## config.mk

```make
export PLATFORM = sky130hd
export DESIGN_NAME = fwd_ctrl
export DESIGN_NICKNAME = d
export VERILOG_FILES = /design/src/rtl/fwd_pkg.sv /design/src/rtl/fwd_sel.sv /design/src/rtl/fwd_ctrl.sv
export SDC_FILE = /design/constraint.sdc
export NUM_CORES = 1
export LEC_CHECK = 0
export BUFFER_PORTS_ARGS = -buffer_cell sky130_fd_sc_hd__buf_2
export CAP_MARGIN = 5
export CORE_MARGIN = 4
export CORE_UTILIZATION = 54
export CTS_CLUSTER_DIAMETER = 40
export DETAILED_ROUTE_END_ITERATION = 10
export GPL_TIMING_DRIVEN = 1
export PLACE_DENSITY = 0.78
export SYNTH_ARGS = -nofsm -noshare
export SYNTH_HDL_FRONTEND = slang
export SYNTH_SLANG_ARGS = --single-unit
export TNS_END_PERCENT = 10
```

## constraint.sdc

```tcl
create_clock -name clk -period 3.6 [get_ports clk]
set_clock_uncertainty 0.2 [all_clocks]
set_input_delay 0.36 -clock clk [delete_from_list [all_inputs] [get_ports clk]]
set_output_delay 0.36 -clock clk [all_outputs]
set_load 0.02 [all_outputs]
```

## src/rtl/fwd_pkg.sv

```systemverilog
// Shared types and constants for the forwarding/hazard controller.
// Optional statistics counters in fwd_ctrl are enabled by FWD_CTRL_STATS_EN.
`timescale 1ns/1ps
package fwd_pkg;

    // Register-index width: 8 architectural registers, r0 hardwired to zero
    localparam int REG_BITS = 3;

    // Forwarding mux select codes
    localparam logic [1:0] FWD_BASE = 2'b00;
    localparam logic [1:0] FWD_ALU  = 2'b01;
    localparam logic [1:0] FWD_MEM  = 2'b10;

    // One tracked pipeline slot (EX or MEM)
    typedef struct packed {
        logic                valid;
        logic [REG_BITS-1:0] dest;
        logic                wr;
        logic                load;
    } entry_t;

    typedef enum logic {
        RUN   = 1'b0,
        STALL = 1'b1
    } state_t;

    // A slot only produces a forwardable value if it really writes a non-zero register
    function automatic logic is_producer(input entry_t e);
        return e.valid && e.wr && (e.dest != '0);
    endfunction

endpackage

```

## src/rtl/fwd_sel.sv

```systemverilog
// Forwarding select for one source operand: EX (newest) beats MEM, else register file.
`timescale 1ns/1ps
module fwd_sel
    import fwd_pkg::*;
(
    input  logic [REG_BITS-1:0] src,
    input  logic                use_src,
    input  entry_t              ex,
    input  entry_t              mem,
    output logic [1:0]          sel
);

    // Priority compare of the source index against the two in-flight producers
    always_comb begin
        sel = FWD_BASE;
        if (use_src && (src != '0) && is_producer(ex) && (src == ex.dest)) begin
            sel = FWD_ALU;
        end else if (use_src && (src != '0) && is_producer(mem) && (src == mem.dest)) begin
            sel = FWD_MEM;
        end
    end

endmodule

```

## src/rtl/fwd_ctrl.sv

```systemverilog
// Forwarding and load-use hazard controller for the 16-bit MIPS pipeline.
// Define FWD_CTRL_STATS_EN to add saturating stat_fwd / stat_stall counters.
`timescale 1ns/1ps
module fwd_ctrl
    import fwd_pkg::*;
(
    input  logic                clk,
    input  logic                rst_n,
    input  logic                id_valid,
    input  logic [REG_BITS-1:0] id_rs,
    input  logic [REG_BITS-1:0] id_rt,
    input  logic                id_use_rs,
    input  logic                id_use_rt,
    input  logic [REG_BITS-1:0] id_dest,
    input  logic                id_wr,
    input  logic                id_load,
    input  logic                hold,
    input  logic                flush,
    output logic                stall,
    output logic [1:0]          fwd_a,
`ifdef FWD_CTRL_STATS_EN
    output logic [15:0]         stat_fwd,
    output logic [15:0]         stat_stall,
`endif
    output logic [1:0]          fwd_b
);

    entry_t     ex_q;
    entry_t     mem_q;
    entry_t     id_entry;
    state_t     state_q;
    logic [1:0] sel_a;
    logic [1:0] sel_b;
    logic       haz;

    fwd_sel u_sel_rs (
        .src     (id_rs),
        .use_src (id_use_rs),
        .ex      (ex_q),
        .mem     (mem_q),
        .sel     (sel_a)
    );

    fwd_sel u_sel_rt (
        .src     (id_rt),
        .use_src (id_use_rt),
        .ex      (ex_q),
        .mem     (mem_q),
        .sel     (sel_b)
    );

    // Load in EX feeding the ID instruction; hold deliberately not part of this path
    always_comb begin
        haz = id_valid && !flush && (state_q == RUN) && is_producer(ex_q) && ex_q.load &&
              ((id_use_rs && (id_rs == ex_q.dest)) || (id_use_rt && (id_rt == ex_q.dest)));
        id_entry.valid = id_valid;
        id_entry.dest  = id_dest;
        id_entry.wr    = id_wr;
        id_entry.load  = id_load;
    end

    assign stall = haz;

    // Pipeline slot tracking, registered selects and the RUN/STALL machine
    always_ff @(posedge clk or negedge rst_n) begin
        if (!rst_n) begin
            ex_q    <= '0;
            mem_q   <= '0;
            fwd_a   <= FWD_BASE;
            fwd_b   <= FWD_BASE;
            state_q <= RUN;
        end else if (hold) begin
            ex_q    <= ex_q;
            mem_q   <= mem_q;
            fwd_a   <= fwd_a;
            fwd_b   <= fwd_b;
            state_q <= state_q;
        end else if (flush) begin
            mem_q   <= ex_q;
            ex_q    <= '0;
            fwd_a   <= FWD_BASE;
            fwd_b   <= FWD_BASE;
            state_q <= RUN;
        end else if (haz) begin
            mem_q   <= ex_q;
            ex_q    <= '0;
            fwd_a   <= FWD_BASE;
            fwd_b   <= FWD_BASE;
            state_q <= STALL;
        end else begin
            mem_q   <= ex_q;
            ex_q    <= id_entry;
            fwd_a   <= sel_a;
            fwd_b   <= sel_b;
            state_q <= RUN;
        end
    end

`ifdef FWD_CTRL_STATS_EN
    // Saturating event counters: non-zero select loads and stall edges
    always_ff @(posedge clk or negedge rst_n) begin
        if (!rst_n) begin
            stat_fwd   <= '0;
            stat_stall <= '0;
        end else if (!hold) begin
            if (!flush && !haz && ((sel_a != FWD_BASE) || (sel_b != FWD_BASE)) &&
                (stat_fwd != 16'hFFFF)) begin
                stat_fwd <= stat_fwd + 16'd1;
            end
            if (haz && (stat_stall != 16'hFFFF)) begin
                stat_stall <= stat_stall + 16'd1;
            end
        end
    end
`endif

endmodule

```

## Word-level counts from Yosys, hierarchy flattened

Index checks and enable logic that the tools add are counted.

| cells by class | value |
|---|---|
| equality and inequality tests | 4 |
| multiplexer cells | 12 |
| bitwise gates (word level) | 1 |
| reductions and logical operators | 27 |

Operators by type and width:

| kind | count |
|---|---|
| logical AND 1 bit | 21 |
| two-way mux 2 bit | 8 |
| equality test 3 bit | 4 |
| two-way mux 6 bit | 2 |
| nonzero test 3 bit | 4 |
| two-way mux 1 bit | 2 |
| zero test 1 bit | 1 |
| logical OR 1 bit | 1 |
| NOT 1 bit | 1 |

| word-level totals | value |
|---|---|
| register bits | 16 |
| bits of input ports | 18 |
| output and inout bits | 5 |
| word-level logic and storage cells | 54 |

## Longest topological paths before layout

Gate-level depths: netlist of run 1.

| depth | value |
|---|---|
| depth in word-level cells | 8 |
| mapped depth | 5 |
| gate-level depth less buffers | 4 |

## Modules after synthesis

A second synthesis of run 1 with hierarchy kept.

| unflattened totals | value |
|---|---|
| cell total of the unflattened synthesis | 103 |
| area total of the unflattened synthesis | 1,018.5 um^2 |

Modules (own cells, without submodules):

| module | instances | cells an instance | area an instance (um^2) | seq. area each (um^2) |
|---|---|---|---|---|
| fwd_ctrl | 1 | 71 | 785.8 | 425.4 |
| fwd_sel | 2 | 16 | 116.4 | 0.0 |

## Least setup slack after synthesis of run 1

No wires, ideal clock.

| timing path | value |
|---|---|
| kind | reg-to-output |
| from | register ex_q[3] in the netlist's numbering |
| to | output stall |
| arrival | 1.089 ns |
| required time | 3.040 ns |
| setup slack | 1.951 ns |
| cell stages (with the launch flop) | 5 |
| path buffers | 1 |
| path through | dfrtp_1 -> xnor2_1 -> nand4_1 -> a21oi_2 -> buf_6 |

| between the ends | value |
|---|---|
| longest elaborated chain between the ends | 5 |
| elaborated cells on any way between the ends | 10 |
| those cells by class | eq/ne (2); reduce/logical (8) |

Ends and longest elaborated chain:

| element | RTL line | RTL |
|---|---|---|
| start, declared | fwd_ctrl.sv:28 | `entry_t ex_q;` |
| start signal, assigned | fwd_ctrl.sv:73 | `ex_q <= ex_q;` |
| start signal, assigned | fwd_ctrl.sv:92 | `ex_q <= id_entry;` |
| nonzero test 3 bit | fwd_pkg.sv:29 | `return e.valid && e.wr && (e.dest != '0);` |
| logical AND 1 bit | fwd_pkg.sv:29 |  |
| logical AND 1 bit (2 in a row) | fwd_ctrl.sv:54 | `haz = id_valid && !flush && (state_q == RUN) && is_producer(ex_q) && ex_q.load &&` |
| logical AND 1 bit (*) | fwd_ctrl.sv:54 |  |
| end, declared | fwd_ctrl.sv:19 | `output logic stall,` |

Every way passes the cells marked *; elsewhere a longest branch is shown, timed or not.

## Worst setup path in the final report of run 1

| timing path | value |
|---|---|
| from | register ex_q[2] in the netlist's numbering |
| to | output stall |

Same word-level chain as after synthesis.

==> results by group, run 1 <==
Route
  – Routed Antenna Nets: 0
  – First-pass DRT Iterations: 4
  – Routed WL per cell: 15.47 um
  – Residual DRC count: 0
  – Post-Route WL: 1887 um
  – Routed via count: 733
  – Drt first-iter violations: 17
  – Drt via density: 6.008

Cells and area
  – Syn-to-layout area delta: 17.55%
  – Fillers: approximately 130
  – Post-layout instance area: between 0.001 and 0.0015 mm2
  – Ant diodes: 0
  – Final nets: 125
  – Post-layout util: between 60% and 70%
  – Share of layout cells above drive strength 1: 33.02%

Logic synthesis
  – Complex-gate fraction of the synthesized area: 15.40%
  – Number of distinct library cells after synthesis: 23
  – Largest family of logic cells by synthesized area: compound AO/OA/AOI/OAI gates
  – Gate Count Post-Synth: 83
  – Syn Area/Cell: between 10 and 15 um2
  – Post-Synth Adder-Cell Area: 0%
  – Simple-Gate Fraction of Synth Area: 12.95%
  – Mapped Area: between 800 and 900 um2
  – Post-synthesis mux area share: 7.770%
  – Post-Synth XOR/XNOR Area: 12.09%
  – FF+latch count, synth: 16
  – Yosys Warn Count: 0
  – Syn Nets: 101
  – Sequential share of the synthesized area: 46.04%

Clock tree
  – CTS root buf: clkbuf_4
  – Postcts setup bufs: 0
  – Clk sink count: 16
  – Clock latency on the worst-skew pair: between 200 and 300 ps
  – Total CTS buffers: 3
  – CTS tree: done
  – H-tree levels: 1
  – Worst-path clk slew: 90 ps
  – Resize count post-CTS: 0
  – Clock Tree Buf Depth: 2
  – Hold Buf Count CTS: 1

Floorplan
  – Core Area: 0.001506 mm2
  – Starting Density: 57.72%
  – Die area: 0.002317 mm2
  – Std-Cell Rows: 14
  – Io pins: 23
  – Chip Width: 48.13 um
  – Die Ht: 48.13 um

Outcome
  – Status: finished clean

Job
  – Max-Cap Viols: 0

Global route
  – Vias in the first global route: roughly 690
  – Largest net degree at the start of global routing: 25
  – Initial antenna violation count: 0
  – All-layer global routing usage: 19.36%
  – GRT overflow: 0
  – First-pass GRT wire length: ~3100 um

Timing
  – Worst Max-Slew Pin Slew: ~530 ps
  – Max frequency: 0.4126 GHz
  – Fin Setup TNS: 0 ps
  – Relative slew slack: 64.01%
  – Unrepaired setup endpoints after global routing: false
  – Post-layout min period: between 2000 and 2500 ps
  – Final hold vios: 0
  – Final Max Slew Viols: 0
  – Hold WS: 117.8 ps
  – Endpoints failing setup: 0
  – Fin crit share: 67.32%

Worst setup path
  – CP Capture Type: primary output
  – Arrival @ worst endpoint: 1860 ps
  – Crit start category: flop
  – FF-to-FF path depth: 4
  – Worst EP required: 3040 ps
  – CP Class: flop to primary output
  – Crit-path max FO: 12

Hold path
  – Min-Delay Path Class: primary input to flop
  – Hold path depth: 3

Power
  – Combinational fraction of design power: 15.3%
  – Switching power share of the total: about a quarter
  – Pleak: 0.4922 nW
  – Clk pwr share: 31.3%
  – Pwr Density: about 370 mW/mm2
  – Pint: about 280 uW
  – Seq pwr share: 53.3%
  – Worst VDD drop: 0.3674 mV
  – Psw: 101.2 uW

Place
  – Routability cong.: between 0.8 and 0.9
  – Detail Placement HPWL: 1410 um
  – Post-Place Cell Area: 975.9 um2
  – PortBufs: 22
==> cell usage in the layout (no fill, tap or decap), types with 2 or more instances in the layout <==
master and count:
dfrtp_1 16, xnor2_1 6, nand2_1 12, mux2_2 6, nand4_1 4, xor2_1 6
o41ai_1 8, clkbuf_4 3, o31ai_1 2, buf_2 22, o311ai_0 2, inv_1 7
==> synth_stat cells <==
| cell type | number | area (um2) |
|---|---|---|
| a21oi_2 | 1 | 8.760 |
| buf_2 | 1 | 5.000 |
| buf_6 | 1 | 11.26 |
| clkbuf_1 | 2 | 7.510 |
| dfrtp_1 | 16 | 400.4 |
| inv_1 | 7 | 26.28 |
| mux2_2 | 6 | 67.56 |
| nand2_1 | 12 | 45.04 |
| nand3_1 | 1 | 5.000 |
| nand4_1 | 4 | 25.02 |
| nor2_1 | 1 | 3.750 |
| nor3_1 | 1 | 5.000 |
| nor4_1 | 1 | 6.260 |
| nor4bb_1 | 1 | 10.01 |
| o311a_1 | 1 | 10.01 |
| o311ai_0 | 2 | 17.52 |
| o31ai_1 | 2 | 15.01 |
| o31ai_2 | 1 | 12.51 |
| o41ai_1 | 8 | 70.07 |
| or2_2 | 1 | 6.260 |
| or3_1 | 1 | 6.260 |
| xnor2_1 | 6 | 52.55 |
| xor2_1 | 6 | 52.55 |
==> cell families after synthesis <==
logic type | Yosys count
multiplexers | 6
AO/OA/AOI/OAI | 15
AND/OR/NAND/NOR | 23
XOR/XNOR | 12
buffers and inverters | 11
flip-flops | 16
==> cell type report <==
cell class	instances	area (um2)	share of cell area, %
clock buffers	4	36.28	3.550
inverters	7	26.28	2.570
repair buffers	23	120.1	11.75
multi-input cells	56	419.2	41.00
well taps	16	20.02	1.958
flip-flops and latches	16	400.4	39.17
==> layer usage <==
layer / track usage [%] / part of all wire (%)
met5: 0 / 0
met3: 4.797 / 7.3
met4: 3.226 / 0.42
met1: 27.15 / 44
met2: 30.87 / 49
==> power by group through the flow <==
stage               Combinational (mW)  Sequential, mW  Clock, mW
global route                    0.0662           0.205      0.132
global placement                0.0550           0.207          0
detailed placement              0.0578           0.208          0
CTS                             0.0588           0.204      0.122
finish                          0.0586           0.204      0.120
floorplan                       0.0364           0.204          0
==> final timing paths <==
check                            from       end  slack [ps]
setup / recovery              ex_q[2]     stall        1180
hold / removal             id_dest[1]   ex_q[3]         120
setup reg to reg              ex_q[2]   state_q        1780
hold reg to reg              fwd_a[0]  fwd_a[0]         290
max in group asynchronous       rst_n  mem_q[5]        2630
min in group asynchronous       rst_n  fwd_b[1]         300
==> registers in the layout, indices dropped and copies added, names as in the netlist <==
signal / flops
fwd_b: 2
mem_q: 5
state_q: 1
ex_q: 6
fwd_a: 2
==> through the flow <==
stage | std cells | total power, mW | setup WS, ps
after CTS | 122 | 0.3851 | 1162
after global routing | 122 | 0.4037 | 988.4
final | 122 | 0.3823 | 1176
after floorplan | 83 | 0.2402 | 1951
after global placement | 117 | 0.2625 | 1470
after detailed placement | 117 | 0.2654 | 1442
==> worst max-delay path: stages, from the launching register on <==
cell	delay [ps]
dfrtp_1	450
xnor2_1	230
nand4_1	150
a21oi_2	480
buf_2	270
No activity file was read; power rests on OpenSTA's default activity.
==> run 2: changes to the inputs <==
--- a/config.mk
+++ b/config.mk
@@ -8,11 +8,11 @@
 export BUFFER_PORTS_ARGS = -buffer_cell sky130_fd_sc_hd__buf_2
 export CAP_MARGIN = 5
 export CORE_MARGIN = 4
-export CORE_UTILIZATION = 54
+export CORE_UTILIZATION = 45
 export CTS_CLUSTER_DIAMETER = 40
 export DETAILED_ROUTE_END_ITERATION = 10
 export GPL_TIMING_DRIVEN = 1
-export PLACE_DENSITY = 0.78
+export PLACE_DENSITY = 0.69
 export SYNTH_ARGS = -nofsm -noshare
 export SYNTH_HDL_FRONTEND = slang
 export SYNTH_SLANG_ARGS = --single-unit
==> constraint.sdc (replaced) <==
create_clock -name clk -period 1.9 [get_ports clk]
set_clock_uncertainty 0.2 [all_clocks]
set_input_delay 0.19 -clock clk [delete_from_list [all_inputs] [get_ports clk]]
set_output_delay 0.19 -clock clk [all_outputs]
set_load 0.02 [all_outputs]
==> run 2 against run 1 <==
  * Highest routed layer unchanged
  * Non-clock buffer count rose by 15
  * Clock-buffer cell count did not move
  * The run now ends with setup timing left
  * Die area rose by 17%
  * Worst setup slack got worse by 1200 ps
  * Routed wire length rose by 29%
  * Hold slack got worse by 73 ps
  * Global-route usage rose by 0.80 points
  * Cell count rose by 20%
  * First-iteration DRC count fell by 24%
  * Sequential cell count did not move
  * Via count rose by 11%
==> results by group, run 2 (synthesized netlist as in run 1, its figures left out) <==
Outcome
  – Status: finished with violations
  – Failing checks: setup timing

Cells and area
  – Commonest non-fill, non-tap cells in the layout: 21 x buf_2, 13 x dfrtp_1, 12 x nand2_1
  – Final nets: 140 (+12%)
  – Most common cell after layout, fill and taps aside: buf_2
  – Syn-to-layout area delta: 48.63%
  – Max reg flops: 6 (unchanged)
  – Share of layout cells above drive strength 1: 49.59% (+17 points)
  – Post-layout util: 72.49% (+4.6 points)
  – Multi-input logic area: 534.3 um2 (+27%)
  – Reg area: 404.1 um2 (+0.94%)
  – Top Registers: ex_q: 6 flops, mem_q: 5 flops
  – Ant diodes: 0 (unchanged)
  – Final std cells w/o fill: 146 (+20%)
  – Most flops, register: ex_q
  – Fillers: 139 (+6.1%)

Clock tree
  – CTS root buf: clkbuf_4
  – Clk sink count: 16 (unchanged)
  – Clock Tree Buf Depth: 2 (unchanged)
  – Total CTS buffers: 3 (unchanged)
  – H-tree levels: 1 (unchanged)
  – Worst-path clk slew: 110 ps (+20 ps)
  – Clock latency on the worst-skew pair: 290 ps (about the same)
  – CTS tree: done

Route
  – Drt first-iter violations: 13 (-4)
  – Post-Route WL: 2431 um (+29%)
  – Routed via count: 814 (+11%)
  – First-pass DRT Iterations: 4 (unchanged)
  – Drt via density: 5.575 (-7.2%)
  – Residual DRC count: 0 (unchanged)
  – Routed Antenna Nets: 0 (unchanged)
  – Routed WL per cell: 16.65 um (+7.7%)

Timing
  – Hold WS: 44.33 ps (-73.46 ps)
  – Final Max Slew Viols: 0 (unchanged)
  – Fin crit share: 102.8%
  – Final setup margin: -52.95 ps (-1229 ps)
  – Endpoints failing setup: 1 (+1)
  – Worst Max-Slew Pin Slew: 540.0 ps (+6.934 ps)
  – Relative slew slack: 63.55% (-0.47 points)
  – Final hold vios: 0 (unchanged)
  – Unrepaired setup endpoints after global routing: true
  – Max frequency: 0.5120 GHz
  – Post-layout min period: 1953 ps

Global route
  – Vias in the first global route: 797 (+16%)
  – All-layer global routing usage: 20.16% (+0.80 points)
  – First-pass GRT wire length: 3877 um (+24%)
  – Initial antenna violation count: 0 (unchanged)
  – Largest net degree at the start of global routing: 18 (-28%)
  – GRT overflow: 0 (unchanged)

Floorplan
  – Io pins: 23 (unchanged)
  – Core Area: 0.001783 mm2 (+18%)
  – Starting Density: 48.77% (-9.0 points)
  – Die Ht: 51.96 um (+8.0%)
  – Std-Cell Rows: 15 (+1)
  – Chip Width: 51.96 um (+8.0%)
  – Die area: 0.002700 mm2 (+17%)

Worst setup path
  – CP Capture Type: primary output
  – CP Launch Point: ex_q[2]
  – Worst path cell trace: xnor2_2, nand4_1, a21oi_2, buf_6, buf_6
  – Worst path bufs/invs: 2 (+1)
  – Worst reg2reg path startpoint: ex_q[4]
  – Worst EP required: 1510 ps (-1530 ps)
  – CP Class: flop to primary output
  – Family with the most delay on the worst path: flip-flops
  – Crit-path max FO: 4 (-8)
  – CP max stage cell: dfrtp_2
  – Crit start category: flop
  – Crit-path max cell delay: 480 ps (about the same)
  – Most frequent CP cell: buf_6
  – Arrival @ worst endpoint: 1560 ps (-300 ps)

Place
  – DP Cell Count: 129 (+10%)
  – Routability cong.: 0.9742 (+18%)
  – Detail Placement HPWL: 1582 um (+12%)
  – PortBufs: 22 (unchanged)

Power
  – Pleak: 0.6317 nW (+28%)
  – Pwr Density: 608.3 mW/mm2 (+63%)
  – Worst VDD drop: 0.4673 mV (+27%)

Job
  – Max-Cap Viols: 0 (unchanged)

Hold path
  – Hold Path Origin: id_use_rs
  – Min-Delay Path Class: primary input to flop
[run 2: changes by cell type in the layout (fill, tap and decap cells not counted), moves of 3 or more]
cell	change
buf_4	+7
dlygate4sd3_1	+7
o41ai_1	-7
o41ai_2	+7
xnor2_1	-6
xnor2_2	+5
dfrtp_1	-3
dfrtp_2	+3
[run 2: worst register-to-register path: cells and delay by family, from the launching register on]
kind | cells | cell delay [ps]
AOI/OAI and AO/OA | 3 | 730
and+or+nand+nor | 1 | 90
buffers and inverters | 2 | 280
DFF | 1 | 490
[run 2: where the power goes]
group / total [mW] / switching, mW / internal, mW
clock network: 0.231 / 0.115 / 0.117
registers: 0.395 / 0.0322 / 0.363
logic: 0.160 / 0.0734 / 0.0864
[run 2: through the flow]
stage          power [mW]  cell area, um2  TNS (ps)  worst slack (ps)
5_1_grt            0.8277            1292    -117.9            -110.2
3_5_place_dp       0.5065            1010         0             140.1
3_3_place_gp       0.5014            1010         0             203.6
6_report           0.7863            1292    -52.95            -52.95
4_1_cts            0.7615            1205    -14.77            -14.77
2_1_floorplan      0.4551           869.6         0             274.1
[run 2: area by class of cell]
type	instances	area share, %
Inverter	7	2.033
Multi-Input combinational cell	56	41.34
Tap cell	25	2.420
Sequential cell	16	31.27
Timing Repair Buffer	38	20.14
Clock buffer	4	2.807
[run 2: layer usage]
layer  GRT usage, %  share of wire, %  up-vias  wire length, um
met1          24.37                43      402             1034
met5              0                 0        -                0
met3          4.298               5.1        4              125
li1               -                 -      378                -
met2          33.05                51       30             1238
met4          10.92               1.3        0               32
[run 2: path summary, 6_finish.rpt]
kind,endpoint,slack (ps),depth (start not counted)
worst max-delay path,stall,-50,5
worst min-delay path,fwd_a[1],40,3
worst max register to register,fwd_a[1],40,6
worst min register to register,fwd_b[1],290,2
max in group asynchronous,ex_q[4],1070,2
min in group asynchronous,fwd_b[0],130,2
[run 2: timing repair]
item / in CTS / in global routing
hold buffers: 8 / 0
endpoints found under the hold margin: 25 / 0
gates resized for setup: 10 / 11
pin swaps: 4 / 2
endpoints found under the setup margin: 1 / 8
setup buffers: 4 / 1
